===== config.mk =====
export PLATFORM = sky130hd
export DESIGN_NAME = mem_stage
export DESIGN_NICKNAME = d
export VERILOG_FILES = /design/src/rtl/mem_stage_pkg.sv /design/src/rtl/mem_stage_load_store_align.sv /design/src/rtl/mem_stage.sv
export SDC_FILE = /design/constraint.sdc
export NUM_CORES = 1
export LEC_CHECK = 0
export ABC_AREA = 1
export CAP_MARGIN = 40
export CORE_ASPECT_RATIO = 1.25
export CORE_MARGIN = 8
export CORE_UTILIZATION = 42
export DETAILED_ROUTE_END_ITERATION = 16
export PLACE_DENSITY = 0.93
export SYNTH_ARGS = -nofsm -noshare
export SYNTH_HDL_FRONTEND = slang
export SYNTH_SLANG_ARGS = --single-unit

===== constraint.sdc =====
create_clock -name clk -period 1.7 [get_ports clk]
set_input_delay 0.34 -clock clk [delete_from_list [all_inputs] [get_ports clk]]
set_output_delay 0.34 -clock clk [all_outputs]
set_load 0.01 [all_outputs]

===== src/rtl/mem_stage_pkg.sv =====
// Shared types and constants for the memory-access stage: FSM states,
// load/store size encodings and the byte-enable width.
package mem_stage_pkg;

    typedef enum logic [1:0] {
        IDLE = 2'd0,
        REQ  = 2'd1,
        RESP = 2'd2
    } mem_state_type;

    localparam logic [2:0] F3_LB  = 3'd0;
    localparam logic [2:0] F3_LH  = 3'd1;
    localparam logic [2:0] F3_LW  = 3'd2;
    localparam logic [2:0] F3_LBU = 3'd4;
    localparam logic [2:0] F3_LHU = 3'd5;
    localparam logic [2:0] F3_SB  = 3'd0;
    localparam logic [2:0] F3_SH  = 3'd1;
    localparam logic [2:0] F3_SW  = 3'd2;

    localparam int BE_WIDTH = 4;

    // Size lives in funct3[1:0]; halfwords need even offsets, words need offset 0.
    function automatic logic is_misaligned(input logic [2:0] funct3, input logic [1:0] offset);
        logic result;
        result = 1'b0;
        case (funct3[1:0])
            2'd0:    result = 1'b0;
            2'd1:    result = offset[0];
            default: result = (offset != 2'd0);
        endcase
        return result;
    endfunction

endpackage


===== src/rtl/mem_stage_load_store_align.sv =====
// Combinational lane steering: store byte enables and replicated write data,
// load lane selection with sign/zero extension, and misalignment detection.
module load_store_align
    import mem_stage_pkg::*;
#(
    parameter int DATA_WIDTH = 32
) (
    input  logic [2:0]            funct3,
    input  logic [1:0]            offset,
    input  logic [DATA_WIDTH-1:0] store_data,
    input  logic [DATA_WIDTH-1:0] rdata,
    output logic [BE_WIDTH-1:0]   be,
    output logic [DATA_WIDTH-1:0] wdata,
    output logic [DATA_WIDTH-1:0] load_data,
    output logic                  misaligned
);

    logic [DATA_WIDTH-1:0] lane;

    assign misaligned = is_misaligned(funct3, offset);
    assign lane       = rdata >> {offset, 3'b000};

    always_comb begin
        be    = 4'b1111;
        wdata = store_data;
        case (funct3[1:0])
            2'd0: begin
                be    = 4'b0001 << offset;
                wdata = {4{store_data[7:0]}};
            end
            2'd1: begin
                be    = 4'b0011 << offset;
                wdata = {2{store_data[15:0]}};
            end
            default: begin
                be    = 4'b1111;
                wdata = store_data;
            end
        endcase
    end

    always_comb begin
        load_data = rdata;
        case (funct3)
            F3_LB:   load_data = {{(DATA_WIDTH-8){lane[7]}}, lane[7:0]};
            F3_LH:   load_data = {{(DATA_WIDTH-16){lane[15]}}, lane[15:0]};
            F3_LBU:  load_data = {{(DATA_WIDTH-8){1'b0}}, lane[7:0]};
            F3_LHU:  load_data = {{(DATA_WIDTH-16){1'b0}}, lane[15:0]};
            default: load_data = rdata;
        endcase
    end

endmodule


===== src/rtl/mem_stage.sv =====
// EX/MEM pipeline register and data-memory access stage feeding MEM/WB.
// A req/gnt/rvalid bus is driven from the held EX/MEM contents; upstream stalls meanwhile.
module mem_stage
    import mem_stage_pkg::*;
#(
    parameter int DATA_WIDTH     = 32,
    parameter int ADDR_WIDTH     = 32,
    parameter int REG_ADDR_WIDTH = 5
) (
    input  logic                      clk,
    input  logic                      reset,
    input  logic                      ex_valid,
    input  logic [DATA_WIDTH-1:0]     ex_alu_result,
    input  logic [DATA_WIDTH-1:0]     ex_write_data,
    input  logic [2:0]                ex_funct3,
    input  logic [REG_ADDR_WIDTH-1:0] ex_rd,
    input  logic                      ex_mem_read,
    input  logic                      ex_mem_write,
    input  logic                      ex_reg_write,
    output logic [DATA_WIDTH-1:0]     from_mem,
    output logic [REG_ADDR_WIDTH-1:0] mem_rd,
    output logic                      mem_reg_write,
    output logic                      stall,
    output logic                      dmem_req,
    output logic                      dmem_we,
    output logic [ADDR_WIDTH-1:0]     dmem_addr,
    output logic [BE_WIDTH-1:0]       dmem_be,
    output logic [DATA_WIDTH-1:0]     dmem_wdata,
    input  logic                      dmem_gnt,
    input  logic                      dmem_rvalid,
    input  logic [DATA_WIDTH-1:0]     dmem_rdata,
    output logic                      wb_valid,
    output logic                      wb_reg_write,
    output logic [REG_ADDR_WIDTH-1:0] wb_rd,
    output logic [DATA_WIDTH-1:0]     wb_data,
    output logic                      misaligned
);

    mem_state_type state, state_next;

    logic                  mem_valid;
    logic [DATA_WIDTH-1:0] mem_alu_result;
    logic [DATA_WIDTH-1:0] mem_write_data;
    logic [2:0]            mem_funct3;
    logic                  mem_mem_read;
    logic                  mem_mem_write;

    logic [BE_WIDTH-1:0]   store_be;
    logic [DATA_WIDTH-1:0] store_wdata;
    logic [DATA_WIDTH-1:0] load_data;
    logic                  align_bad;
    logic                  is_mem;
    logic                  mem_op;
    logic                  done;
    logic                  wb_write;
    logic [ADDR_WIDTH-1:0] addr_full;

    load_store_align #(.DATA_WIDTH(DATA_WIDTH)) u_align (
        .funct3     (mem_funct3),
        .offset     (mem_alu_result[1:0]),
        .store_data (mem_write_data),
        .rdata      (dmem_rdata),
        .be         (store_be),
        .wdata      (store_wdata),
        .load_data  (load_data),
        .misaligned (align_bad)
    );

    assign is_mem     = mem_valid && (mem_mem_read || mem_mem_write);
    assign mem_op     = is_mem && !align_bad;
    assign misaligned = is_mem && align_bad;
    // The stage frees up in the same cycle the response lands.
    assign done       = mem_op && (state == RESP) && dmem_rvalid;
    assign stall      = mem_op && !done;
    assign wb_write   = (mem_valid && !is_mem) || misaligned || done;

    assign from_mem      = mem_alu_result;
    assign addr_full     = ADDR_WIDTH'(mem_alu_result);
    assign dmem_addr     = {addr_full[ADDR_WIDTH-1:2], 2'b00};
    assign dmem_we       = mem_mem_write && !mem_mem_read;
    assign dmem_be       = mem_mem_read ? {BE_WIDTH{1'b1}} : store_be;
    assign dmem_wdata    = store_wdata;

    always_ff @(posedge clk) begin
        if (reset) begin
            state <= IDLE;
        end else begin
            state <= state_next;
        end
    end

    always_comb begin
        state_next = state;
        dmem_req   = 1'b0;
        case (state)
            IDLE: begin
                if (mem_op) begin
                    dmem_req   = 1'b1;
                    state_next = dmem_gnt ? RESP : REQ;
                end
            end
            REQ: begin
                dmem_req = 1'b1;
                if (dmem_gnt) state_next = RESP;
            end
            RESP: begin
                if (dmem_rvalid) state_next = IDLE;
            end
            default: state_next = IDLE;
        endcase
    end

    always_ff @(posedge clk) begin
        if (reset) begin
            mem_valid      <= 1'b0;
            mem_alu_result <= '0;
            mem_write_data <= '0;
            mem_funct3     <= '0;
            mem_rd         <= '0;
            mem_mem_read   <= 1'b0;
            mem_mem_write  <= 1'b0;
            mem_reg_write  <= 1'b0;
        end else if (!stall) begin
            mem_valid      <= ex_valid;
            mem_alu_result <= ex_alu_result;
            mem_write_data <= ex_write_data;
            mem_funct3     <= ex_funct3;
            mem_rd         <= ex_rd;
            mem_mem_read   <= ex_mem_read;
            mem_mem_write  <= ex_mem_write;
            mem_reg_write  <= ex_reg_write;
        end
    end

    always_ff @(posedge clk) begin
        if (reset) begin
            wb_valid     <= 1'b0;
            wb_reg_write <= 1'b0;
            wb_rd        <= '0;
            wb_data      <= '0;
        end else begin
            wb_valid <= wb_write;
            if (wb_write) begin
                // A dropped misaligned access retires without a register write.
                wb_reg_write <= mem_reg_write && !misaligned;
                wb_rd        <= mem_rd;
                wb_data      <= (mem_mem_read && !misaligned) ? load_data : mem_alu_result;
            end
        end
    end

endmodule


# After elaboration in Yosys (flattened, before gate mapping)
# Index checks and enable logic that the tools add are counted.
# word_totals
reg_bits,117
wordCells,61
# op_classes
eq_ne,9
shifts,3
muxes,13
n_reduce_logical,23
# ops
cell,n
one-hot mux 32 bit (4 select lines),1
one-hot mux 32 bit (2 select lines),1
2-to-1 mux 32 bit,1
right shift 32 x 5 -> 16 bit,1
logical AND 1 bit,10
2-to-1 mux 2 bit,4
one-hot mux 4 bit (2 select lines),1
"equality test 3 bit, second input constant",2
"inequality test 2 bit, second input constant",3
one-hot mux 2 bit (3 select lines),1
logical NOT 1 bit,5
"equality test 2 x 1 -> 1 bit, second input constant",2
logical NOT 2 bit,2
2-to-1 mux 4 bit,1
one-hot mux 1 bit (2 select lines),2
"left shift 1 x 2 -> 4 bit, first input constant",1
"left shift 2 x 2 -> 4 bit, first input constant",1
"equality test 3 x 1 -> 1 bit, second input constant",1
logical NOT 3 bit,1
logical OR 1 bit,3
AND reduction 3 bit,1
"equality test 2 bit, second input constant",1
nonzero test 2 bit,1
2-to-1 mux 1 bit,1

# Logic depth before layout (Yosys ltp)
# Gate-level depths: netlist of the first run.
# depth
ltp_word,8
depth_mapped,12
depth_no_buf,11

# Hierarchy
# A second synthesis of the first run with hierarchy kept.
# hier_totals
cells_unflattened,1161
area_unflattened_um2,6849.1
# by_module_without_submodules
module,n_inst,cells_each,area_per_inst_um2
mem_stage,1,897,5506.5
load_store_align,1,264,1342.5

# Worst setup path before layout of the first run
# Ideal clock, no wire load.
# synth_timing
path_kind,reg-to-output
start,"register mem_alu_result[0], in the netlist from_mem[0]"
end,output stall
arrival_time_ps,1273
required_ps,1360
setup_slack_ps,87
stages_incl_launch_ff,8
n_path_buf,2
path_cell_list,dfxtp_1 -> inv_2 -> nand2_4 -> nand2_4 -> nand3_4 -> inv_2 -> buf_2 -> buf_2
# synth_between
elab_chain_cells,8
# synth_rtl
item,line_no,text
start: declaration,mem_stage.sv:42,logic [DATA_WIDTH-1:0] mem_alu_result;
start signal: assignment,mem_stage.sv:125,mem_alu_result <= ex_alu_result;
nonzero test 2 bit,mem_stage_pkg.sv:29,default: result = (offset != 2'd0);
one-hot mux 1 bit (2 select lines) (*),mem_stage_pkg.sv:26,case (funct3[1:0])
logical NOT 1 bit (*),mem_stage.sv:70,assign mem_op = is_mem && !align_bad;
logical AND 1 bit (*),mem_stage.sv:70,
logical AND 1 bit (2 in series),mem_stage.sv:73,assign done = mem_op && (state == RESP) && dmem_rvalid;
logical NOT 1 bit,mem_stage.sv:74,assign stall = mem_op && !done;
logical AND 1 bit (*),mem_stage.sv:74,
end: declaration,mem_stage.sv:23,"output logic stall,"
# Mark *: on every way between the ends. The rest lies on a longest branch, timed or not.

# Worst setup path in the final report of the first run
# layout_timing
start,register mem_funct3[0]
end,output dmem_wdata[25]
# layout_between
elab_chain_cells,2
elab_cells_between_ends,3
cone_classes,eq/ne: 1; mux: 1; reduce/logical: 1
# layout_rtl
item,line_no,text
start: declaration,mem_stage.sv:44,logic [2:0] mem_funct3;
start signal: assignment,mem_stage.sv:127,mem_funct3 <= ex_funct3;
equality test 2 x 1 -> 1 bit / logical NOT 2 bit (equally long branches),mem_stage_load_store_align.sv:26,case (funct3[1:0])
one-hot mux 32 bit (2 select lines) (*),mem_stage_load_store_align.sv:26,
end: declaration,mem_stage.sv:28,"output logic [DATA_WIDTH-1:0] dmem_wdata,"
# Marked as above.

==> results.py, run 1 <==
metrics = {
    "outcome": {
        "status": "complete, but fails checks",
        "violations": "setup timing",
    },
    "global_route": {
        "globalRouteTotalUtil_pct": 24.9,
        "grt_antenna_before_repair": 0,
        "number_of_global_route_vias_before_repair": 6587,
        "global_route_wire_length_before_repair_um": 35200,
        "gr-total-overflow": 0,
        "grt_start_max_net_pins": 64,
    },
    "floorplan": {
        "die_height_um": 147,
        "core_region_area_mm2": 0.0136,
        "boundaryPins": 261,
        "initial_util_pct": 42.5,
        "die_x_um": 121,
        "dieArea_mm2": 0.0178,
        "core.rowCount": 48,
    },
    "yosys": {
        "netlist_top_cells_area": "sky130_fd_sc_hd__dfxtp_1, sky130_fd_sc_hd__nand2_1, sky130_fd_sc_hd__a21oi_1",
        "synth_most_common_cell": "sky130_fd_sc_hd__nand2_1",
        "synth.top_cells.by_count": "sky130_fd_sc_hd__nand2_1, sky130_fd_sc_hd__a21oi_1, sky130_fd_sc_hd__dfxtp_1, sky130_fd_sc_hd__nor2_1, sky130_fd_sc_hd__buf_4",
        "asyncSetResetFlopFracSynth_pct": 0,
        "synth_area_leader_cell": "sky130_fd_sc_hd__dfxtp_1",
        "synth-edff-count": 0,
        "yosys_register_bits": 117,
        "synth.yosys.seq_area_share_pct": 40.4,
        "warnings_from_yosys": 0,
        "synth_cells": 885,
        "synth.avg_cell_area_um2": 6.55,
        "synthDominantCellAreaShare_pct": 40.4,
        "synth-main-ff-cell": "sky130_fd_sc_hd__dfxtp_1",
        "yosysUniqueCellTypes": 24,
        "netlist_area_mm2": 0.00580,
    },
    "critical_path": {
        "worst-endpoint-required_ps": 1360,
        "r2r-start": "mem_funct3[1]",
        "slowest_stage": "sky130_fd_sc_hd__dfxtp_2",
        "worst_setup_path_start_kind": "flip-flop",
        "critical_path_peak_fanout": 8,
        "setup.worst_path.class": "flip-flop to output port",
        "crit_arrival_ps": 1600,
        "crit_path_cell_trace": "or2_4, inv_4, buf_12, nand2_1, o211ai_1, buf_2",
        "timing.critical_path.slowest_cell_delay_ps": 340,
        "end_kind": "output port",
        "crit_start": "mem_funct3[0]",
    },
    "clock_network": {
        "clkSlewWorstSetupHoldPaths_ps": 60,
        "tritoncts.num_buffers": 17,
        "cts_root_buf": "sky130_fd_sc_hd__clkbuf_16",
        "clock_path_buffers": 2,
        "clk_latency_ps": 420,
        "cts.sink_count": 117,
        "tritoncts": "yes",
        "htreeDepth": 4,
    },
    "placed_design": {
        "gpl.final_weighted_congestion": 0.931,
        "io_buffers": 258,
        "placed_cell_area_mm2": 0.00848,
        "dpl.hpwl_um": 16500,
    },
    "worst_hold_path": {
        "hold_start": "reset",
        "hold_class": "primary input to flip-flop",
    },
    "sta": {
        "setup_viol_count_final": 20,
        "holdWs_ps": 349,
        "layout_worst_path_cycle_share_pct": 114,
        "setup_ws_final_ps": -237,
        "grt_setup_unrepaired": "yes",
        "finalCriticalPeriod_ps": 1940,
        "max_clock_freq_mhz": 516,
        "fin_skew_ps": 7.75,
        "final_max_slew_viol_count": 0,
        "hold_violations": 0,
    },
    "detailed_routing": {
        "antenna_left": 0,
        "average_detailed_routed_wire_length_per_instance_um": 18.3,
        "detailedRoute.firstIterationViolations": 537,
        "num_vias": 6896,
        "route.final.wire_length_um": 24100,
        "vias_per_cell": 5.24,
        "firstDrtPassIters": 5,
        "drcViolationCount": 0,
    },
    "job": {
        "number_of_maximum_capacitance_violations": 0,
    },
    "finish": {
        "final_nets": 1240,
        "drive_gt1_share_pct": 14.6,
        "final_area_mm2": 0.00942,
        "antenna-diode-count": 0,
        "area.growth.synth_to_final_pct": 62.5,
    },
    "power_and_ir_drop": {
        "power_frac_comb_pct": 22.3,
        "power_density_mw_per_mm2": 994,
        "post-layout-total-power_mw": 9.36,
        "vdd_drop_max_mv": 0.637,
        "p_clk_share_pct": 44.7,
        "cell_int_power_mw": 6.83,
        "static_leakage_nw": 4.63,
        "power_switching_share_pct": 27.0,
        "power.share.sequential_pct": 33.0,
        "total_net_switching_power_mw": 2.53,
    },
}
-- routing by layer --
layer	vias to the layer above	share of wire, %	wire length [um]	track usage [%]
li1	3268	-	-	-
met1	3216	37	8990	27.7
met2	346	51	12300	43.5
met3	66	8.2	1980	6.57
met4	0	3.6	871	10.7
met5	-	0	0	0
-- power by group through the flow --
stage | registers (mW) | logic [mW] | clock network [mW]
2_1_floorplan | 3.17 | 0.919 | 0
3_3_place_gp | 3.13 | 2.00 | 0
3_5_place_dp | 3.13 | 2.03 | 0
4_1_cts | 3.08 | 1.96 | 4.23
5_1_grt | 3.11 | 2.25 | 4.35
6_report | 3.09 | 2.09 | 4.18
-- cells by family (layout without fill, tap and decap cells) --
group	Yosys count	in the layout	synth area share, %
AOI/OAI and AO/OA	177	177	15.6
buffers and inverters	126	380	11.9
DFF	117	117	40.4
other	1	2	0.0647
and+or+nand+nor	464	464	32.0
-- placed cells by master (no fill, tap or decap), types with 6 or more instances in the layout --
| master | count |
|---|---|
| sky130_fd_sc_hd__buf_12 | 9 |
| sky130_fd_sc_hd__nor2_2 | 7 |
| sky130_fd_sc_hd__clkbuf_16 | 24 |
| sky130_fd_sc_hd__nor2_1 | 70 |
| sky130_fd_sc_hd__nand2_1 | 323 |
| sky130_fd_sc_hd__dfxtp_1 | 112 |
| sky130_fd_sc_hd__dlygate4sd2_1 | 62 |
| sky130_fd_sc_hd__a21oi_1 | 127 |
| sky130_fd_sc_hd__o211ai_1 | 7 |
| sky130_fd_sc_hd__buf_2 | 27 |
| sky130_fd_sc_hd__o21ai_0 | 17 |
| sky130_fd_sc_hd__nand2_2 | 7 |
| sky130_fd_sc_hd__buf_4 | 38 |
| sky130_fd_sc_hd__buf_6 | 9 |
| sky130_fd_sc_hd__clkdlybuf4s50_1 | 143 |
| sky130_fd_sc_hd__nand3_1 | 37 |
| sky130_fd_sc_hd__inv_1 | 22 |
| sky130_fd_sc_hd__dlymetal6s2s_1 | 20 |
| sky130_fd_sc_hd__o21ai_1 | 21 |
| sky130_fd_sc_hd__bufinv_16 | 6 |
-- worst max-delay path: cells and delay by family, from the launching register on --
family | cells | cell delay [ps]
buffers and inverters | 3 | 380
flip-flops | 1 | 340
AND/OR/NAND/NOR | 2 | 350
AO/OA/AOI/OAI | 1 | 100
-- stage by stage --
stage          setup TNS, ps  utilization (%)  cells  worst slack (ps)
2_1_floorplan              0                -    886              87.0
3_3_place_gp          -34850             62.2   1274              -391
3_5_place_dp          -43260             62.2   1274              -446
4_1_cts                -3500             66.6   1307              -215
5_1_grt                -4960             69.1   1315              -286
6_report               -3360             69.1   1315              -237
-- final timing paths --
kind / slack [ps] / depth (start not counted) / end
setup reg to reg: 20 / 13 / wb_data[16]
setup / recovery: -240 / 6 / dmem_wdata[25]
hold reg to reg: 460 / 2 / mem_write_data[18]
hold / removal: 350 / 3 / mem_funct3[0]
-- timing repair --
item | CTS | global route
endpoints found under the hold margin | 0 | 0
pin swaps | 4 | 1
endpoints found under the setup margin | 166 | 155
cloned | 0 | 8
resized for setup | 235 | 58
buffers inserted | 2 | 1
hold buffers | 0 | 0
-- flip-flops by register name (all words and copies together), names as in the netlist, 2 cells and up --
| signal | flops |
|---|---|
| from_mem | 32 |
| mem_funct3 | 3 |
| mem_rd | 5 |
| mem_write_data | 32 |
| state | 2 |
| wb_data | 32 |
| wb_rd | 5 |
-- cell type report --
type | count | area (um^2)
tap | 175 | 219
multi-input combinational | 643 | 2890
clock inverter | 8 | 194
clock buffer | 23 | 488
inverter | 31 | 126
fill | 1134 | 4210
sequential | 117 | 2350
timing repair buffer | 318 | 3150
No activity file was read; power rests on OpenSTA's default activity.
==> run 2, diff against run 1 <==
- CORE_UTILIZATION: 42 -> 38
- PLACE_DENSITY: 0.93 -> 0.89
- clock period: 1.7 -> 1.6 ns (I/O delays scaled with it)
==> run 2 against run 1 <==
The run still ends with setup timing left. Register-to-register slack got worse by 160 ps. Wire length increased by 8.5%. Final cell count increased by 3.9%. Sequential share of layout area decreased by 2.2 points. Largest cell class unchanged. Largest power group unchanged.
==> results.py, run 2 (same netlist as run 1, synthesis figures left out) <==
metrics = {
    "detailed_routing": {
        "detailedRoute.firstIterationViolations": 503,
        "vias_per_cell": 5.29,
        "wl_met1_um": 9410,
        "maxUsedRoutingLayer": "met5",
        "route.final.wire_length_um": 26200,
        "wl_met2_um": 13600,
        "met3_length_um": 2200,
        "antenna_left": 0,
        "firstDrtPassIters": 5,
        "drcViolationCount": 0,
        "average_detailed_routed_wire_length_per_instance_um": 19.2,
        "num_vias": 7225,
    },
    "clock_network": {
        "cts.sink_count": 117,
        "tritoncts": "yes",
        "tritoncts.num_buffers": 17,
        "clkSlewWorstSetupHoldPaths_ps": 50,
        "clk_latency_ps": 420,
        "htreeDepth": 4,
        "cts_root_buf": "sky130_fd_sc_hd__clkbuf_16",
        "clock_path_buffers": 2,
        "post_cts_hold_buffer_count": 0,
    },
    "sta": {
        "layout_worst_path_cycle_share_pct": 116,
        "timing.setup.tns_ps": -6240,
        "finalCriticalPeriod_ps": 1860,
        "hold_violations": 0,
        "max_clock_freq_mhz": 538,
        "grt_setup_unrepaired": "yes",
        "final_max_slew_viol_count": 0,
        "setup_ws_final_ps": -258,
        "setup_viol_count_final": 47,
        "fin_skew_ps": 10.8,
    },
    "placed_design": {
        "dpl.hpwl_um": 16800,
        "io_buffers": 258,
        "place_inst": 1295,
        "gpl.final_weighted_congestion": 0.943,
    },
    "global_route": {
        "number_of_global_route_vias_before_repair": 6790,
        "globalRouteTotalUtil_pct": 23.8,
        "global_route_wire_length_before_repair_um": 36800,
        "grt_start_max_net_pins": 42,
        "grt_antenna_before_repair": 3,
        "gr-total-overflow": 0,
    },
    "critical_path": {
        "crit_path_cell_trace": "or2_4, inv_2, buf_12, nand2_1, o21ai_0, buf_2",
        "worst-endpoint-required_ps": 1280,
        "slowest_stage": "sky130_fd_sc_hd__dfxtp_2",
        "end_kind": "output port",
        "r2r-start": "from_mem[0]",
        "worst_setup_path_start_kind": "flip-flop",
        "crit_arrival_ps": 1540,
        "critical_path_peak_fanout": 15,
        "setup.worst_path.class": "flip-flop to output port",
        "r2r.worst_path.cells": 13,
        "crit_start": "mem_funct3[1]",
        "reg2reg_to": "wb_data[9]",
        "timing.critical_path.slowest_cell_delay_ps": 330,
        "r2r_slack_ps": -140,
        "critical_path.endpoint": "dmem_wdata[9]",
    },
    "floorplan": {
        "die_height_um": 154,
        "core_region_area_mm2": 0.0150,
        "initial_util_pct": 38.8,
        "boundaryPins": 261,
        "die_x_um": 126,
        "core.rowCount": 50,
        "dieArea_mm2": 0.0195,
    },
    "job": {
        "number_of_maximum_capacitance_violations": 0,
    },
    "power_and_ir_drop": {
        "power_density_mw_per_mm2": 932,
        "static_leakage_nw": 4.88,
        "post-layout-total-power_mw": 9.61,
        "vdd_drop_max_mv": 0.750,
    },
    "worst_hold_path": {
        "holdPathStages": 3,
        "hold_class": "primary input to flip-flop",
    },
    "finish": {
        "final_common_cell": "sky130_fd_sc_hd__nand2_1",
        "filler_cell_count": 1157,
        "area.growth.synth_to_final_pct": 77.8,
        "drive_gt1_share_pct": 24.9,
        "final_nets": 1283,
        "most-common-layout-cells": "sky130_fd_sc_hd__nand2_1, sky130_fd_sc_hd__dlygate4sd2_1, sky130_fd_sc_hd__dfxtp_1",
        "final_cell_count_no_fill": 1366,
    },
    "outcome": {
        "status": "complete, but fails checks",
        "violations": "setup timing",
    },
}
run 2: through the flow:
stage / setup WS, ps / utilization (%) / cell area (um^2) / hold slack, ps
floorplan: 6.96 / - / 5800 / 399
global placement: -462 / 57.8 / 8640 / 448
detailed placement: -471 / 57.8 / 8640 / 453
CTS: -263 / 63.8 / 9540 / 420
global route: -343 / 68.9 / 10300 / 441
finish: -258 / 68.9 / 10300 / 424
run 2: critical path: cells and delay by family (launching register included):
family	cells	cell delay [ps]
buffers and inverters	3	370
AND/OR/NAND/NOR	2	320
flip-flops	1	330
AO/OA/AOI/OAI	1	90
run 2: how the worst min path moves through the flow:
stage | startpoint | end | slack, ps
3_3_place_gp | mem_write_data[16] | mem_write_data[16] | 450
5_1_grt | reset | from_mem[28] | 440
3_5_place_dp | mem_write_data[23] | mem_write_data[23] | 450
2_1_floorplan | dmem_gnt | state[0] | 400
6_report | reset | from_mem[28] | 420
4_1_cts | reset | from_mem[28] | 420
run 2: area by class of cell:
cell class / instances / area (um^2) / share of cell area (%)
inverters: 31 / 139 / 1.35
clock buffers: 21 / 450 / 4.37
flip-flops and latches: 117 / 2350 / 22.8
clock inverters: 10 / 108 / 1.04
well taps: 182 / 228 / 2.21
repair buffers: 360 / 3650 / 35.4
diodes: 1 / 2.50 / 0.0243
multi-input cells: 643 / 3370 / 32.7
repair inverters: 1 / 7.51 / 0.0728
run 2: timing repair:
item	CTS	global route
gates resized for setup	324	139
pin swaps	25	38
endpoints found under the setup margin	168	141
buffers inserted	18	6
gates cloned	7	10
run 2: power by group:
group	internal, mW	switching [mW]	total [mW]
Combinational	1.27	1.38	2.65
Clock	2.30	1.38	3.68
Sequential	3.12	0.159	3.28
Total	6.69	2.92	9.61
run 2: layer usage:
layer | track usage, % | vias up
met1 | 26.3 | 3371
met3 | 6.89 | 77
met4 | 11.0 | 4
met2 | 41.3 | 396
met5 | 0 | -
li1 | - | 3377
==> run 3, diff against run 2 <==
- CORE_MARGIN: 8 -> 4
==> run 3 against run 2 <==
Sequential cell count unchanged. Clock skew is 3.5 ps lower. Non-clock buffer count decreased by 17. Global-route usage is 0.11 points lower. Sequential share of layout area increased by 1.6 points. Combinational power shrank 11%. Wire length down 6.5%. Worst setup slack got worse by 26 ps. Count of clock-buffer cells in the layout fell by 1. The flow still finishes with violations (setup timing). Worst hold slack lost 60 ps. Fmax is 1.4% lower. Die area shrank 11%.
==> results.py, run 3 (same netlist as run 1, synthesis figures left out) <==
metrics = {
    "outcome": {
        "status": "complete, but fails checks",
        "violations": "setup timing",
    },
    "critical_path": {
        "end_kind": "output port",
        "worst-endpoint-required_ps": 1280,
        "timing.critical_path.slowest_cell_delay_ps": 350,
        "crit_arrival_ps": 1560,
        "r2r_slack_ps": -60,
        "r2r-start": "mem_funct3[1]",
        "r2r.worst_path.cells": 13,
        "worst_setup_path_start_kind": "flip-flop",
        "reg2reg_to": "wb_data[20]",
        "crit_path_cell_trace": "or2_4, clkinv_4, buf_12, nand2_1, o211ai_1, buf_2",
        "setup.worst_path.class": "flip-flop to output port",
        "critical_path_peak_fanout": 8,
        "slowest_stage": "sky130_fd_sc_hd__dfxtp_4",
    },
    "clock_network": {
        "tritoncts.num_buffers": 17,
        "cts.sink_count": 117,
        "tritoncts": "yes",
        "clk_latency_ps": 410,
        "clkSlewWorstSetupHoldPaths_ps": 50,
        "post_cts_hold_buffer_count": 0,
        "clock_path_buffers": 2,
        "cts_root_buf": "sky130_fd_sc_hd__clkbuf_16",
        "htreeDepth": 4,
    },
    "detailed_routing": {
        "antenna_left": 0,
        "vias_per_cell": 5.12,
        "detailedRoute.firstIterationViolations": 477,
        "average_detailed_routed_wire_length_per_instance_um": 18.1,
        "drcViolationCount": 0,
        "num_vias": 6906,
        "route.final.wire_length_um": 24500,
        "firstDrtPassIters": 5,
    },
    "worst_hold_path": {
        "hold_path_end": "state[1]",
        "hold_start": "reset",
        "hold_class": "primary input to flip-flop",
        "holdPathStages": 3,
    },
    "floorplan": {
        "initial_util_pct": 38.8,
        "die_height_um": 146,
        "die_x_um": 118,
        "core.rowCount": 50,
        "core_region_area_mm2": 0.0150,
        "boundaryPins": 261,
        "dieArea_mm2": 0.0173,
    },
    "job": {
        "number_of_maximum_capacitance_violations": 0,
    },
    "sta": {
        "setup_viol_count_final": 47,
        "final_max_slew_viol_count": 0,
        "hold_violations": 0,
        "timing.setup.tns_ps": -5950,
        "grt_setup_unrepaired": "yes",
        "holdWs_ps": 364,
        "layout_worst_path_cycle_share_pct": 118,
        "fin_skew_ps": 7.35,
        "finalCriticalPeriod_ps": 1880,
        "max_clock_freq_mhz": 531,
        "setup_ws_final_ps": -284,
    },
    "finish": {
        "drive_gt1_share_pct": 19.2,
        "register_area_mm2": 0.00236,
        "most-common-layout-cells": "sky130_fd_sc_hd__nand2_1, sky130_fd_sc_hd__a21oi_1, sky130_fd_sc_hd__dlygate4sd2_1",
        "filler_cell_count": 1278,
        "final_common_cell": "sky130_fd_sc_hd__nand2_1",
        "area.growth.synth_to_final_pct": 66.5,
        "multi_input_area_mm2": 0.00301,
        "final_area_mm2": 0.00965,
        "final_cell_count_no_fill": 1348,
        "antenna-diode-count": 0,
        "final_nets": 1265,
    },
    "global_route": {
        "gr-total-overflow": 0,
        "grt_antenna_before_repair": 0,
        "global_route_wire_length_before_repair_um": 33100,
        "number_of_global_route_vias_before_repair": 6482,
        "globalRouteTotalUtil_pct": 23.7,
        "grt_start_max_net_pins": 64,
    },
    "placed_design": {
        "gpl.final_weighted_congestion": 0.919,
        "place_inst": 1291,
        "dpl.hpwl_um": 15600,
        "placed_cell_area_mm2": 0.00858,
        "io_buffers": 258,
    },
    "power_and_ir_drop": {
        "power_density_mw_per_mm2": 944,
        "static_leakage_nw": 4.63,
        "vdd_drop_max_mv": 0.771,
        "post-layout-total-power_mw": 9.11,
    },
}
-- run 3: cell types whose count changed in the layout (fill, tap and decap cells not counted), moves of 5 or more --
cell	delta
sky130_fd_sc_hd__clkdlybuf4s15_2	+8
sky130_fd_sc_hd__nand2_2	-19
sky130_fd_sc_hd__o21ai_1	+10
sky130_fd_sc_hd__nor2_4	-8
sky130_fd_sc_hd__buf_6	-5
sky130_fd_sc_hd__a21oi_1	+22
sky130_fd_sc_hd__nand2_1	+24
sky130_fd_sc_hd__nor2_1	+14
sky130_fd_sc_hd__nor2_2	-6
sky130_fd_sc_hd__buf_4	-9
sky130_fd_sc_hd__a21oi_2	-16
sky130_fd_sc_hd__o21ai_0	-13
sky130_fd_sc_hd__a21oi_4	-6
-- run 3: worst max-delay path, delay by kind of cell, from the launching register on --
kind	cells	cell delay [ps]
simple gates	2	350
compound gates	1	90
buf+inv	3	360
flops	1	350
-- run 3: how the worst max path moves through the flow --
stage | end | slack (ps) | from | cells after the start
finish | dmem_wdata[27] | -280 | mem_funct3[0] | 6
global route | dmem_wdata[30] | -330 | mem_funct3[0] | 6
CTS | dmem_wdata[28] | -290 | mem_funct3[1] | 6
detailed placement | mem_write_data[29] | -500 | dmem_rvalid | 8
global placement | stall | -460 | dmem_rvalid | 7
floorplan | stall | 7 | from_mem[0] | 7
-- run 3: layout make-up --
type,count,area share (%)
sequential,117,24.5
clock inverter,12,0.842
tap,182,2.36
clock buffer,20,4.83
inverter,31,1.49
timing repair buffer,343,34.9
multi-input combinational,643,31.1
-- run 3: repair_timing --
action / CTS / global route
setup endpoints to repair: 241 / 141
resized for setup: 296 / 73
pin swaps: 8 / 12
buffers inserted: 5 / 8
hold endpoints to repair: 0 / 0
cloned: 1 / 14
-- run 3: power by group --
part / internal, mW / switching (mW) / total [mW]
clock network: 2.09 / 1.39 / 3.48
logic: 1.12 / 1.23 / 2.35
registers: 3.12 / 0.156 / 3.28
-- run 3: per-layer routing --
| metal | up-vias | GRT usage, % | routed length (um) | share of wire [%] |
|---|---|---|---|---|
| met5 | - | 0 | 0 | 0 |
| li1 | 3336 | - | - | - |
| met2 | 341 | 42.1 | 12300 | 50 |
| met4 | 0 | 8.99 | 792 | 3.2 |
| met3 | 59 | 6.39 | 1960 | 8.0 |
| met1 | 3170 | 27.1 | 9390 | 38 |
-- run 3: through the flow --
stage / setup WS, ps / util (%)
after global placement: -456 / 57.4
final: -284 / 64.6
after CTS: -285 / 61.2
after floorplan: 6.96 / -
after global routing: -329 / 64.6
after detailed placement: -498 / 57.4
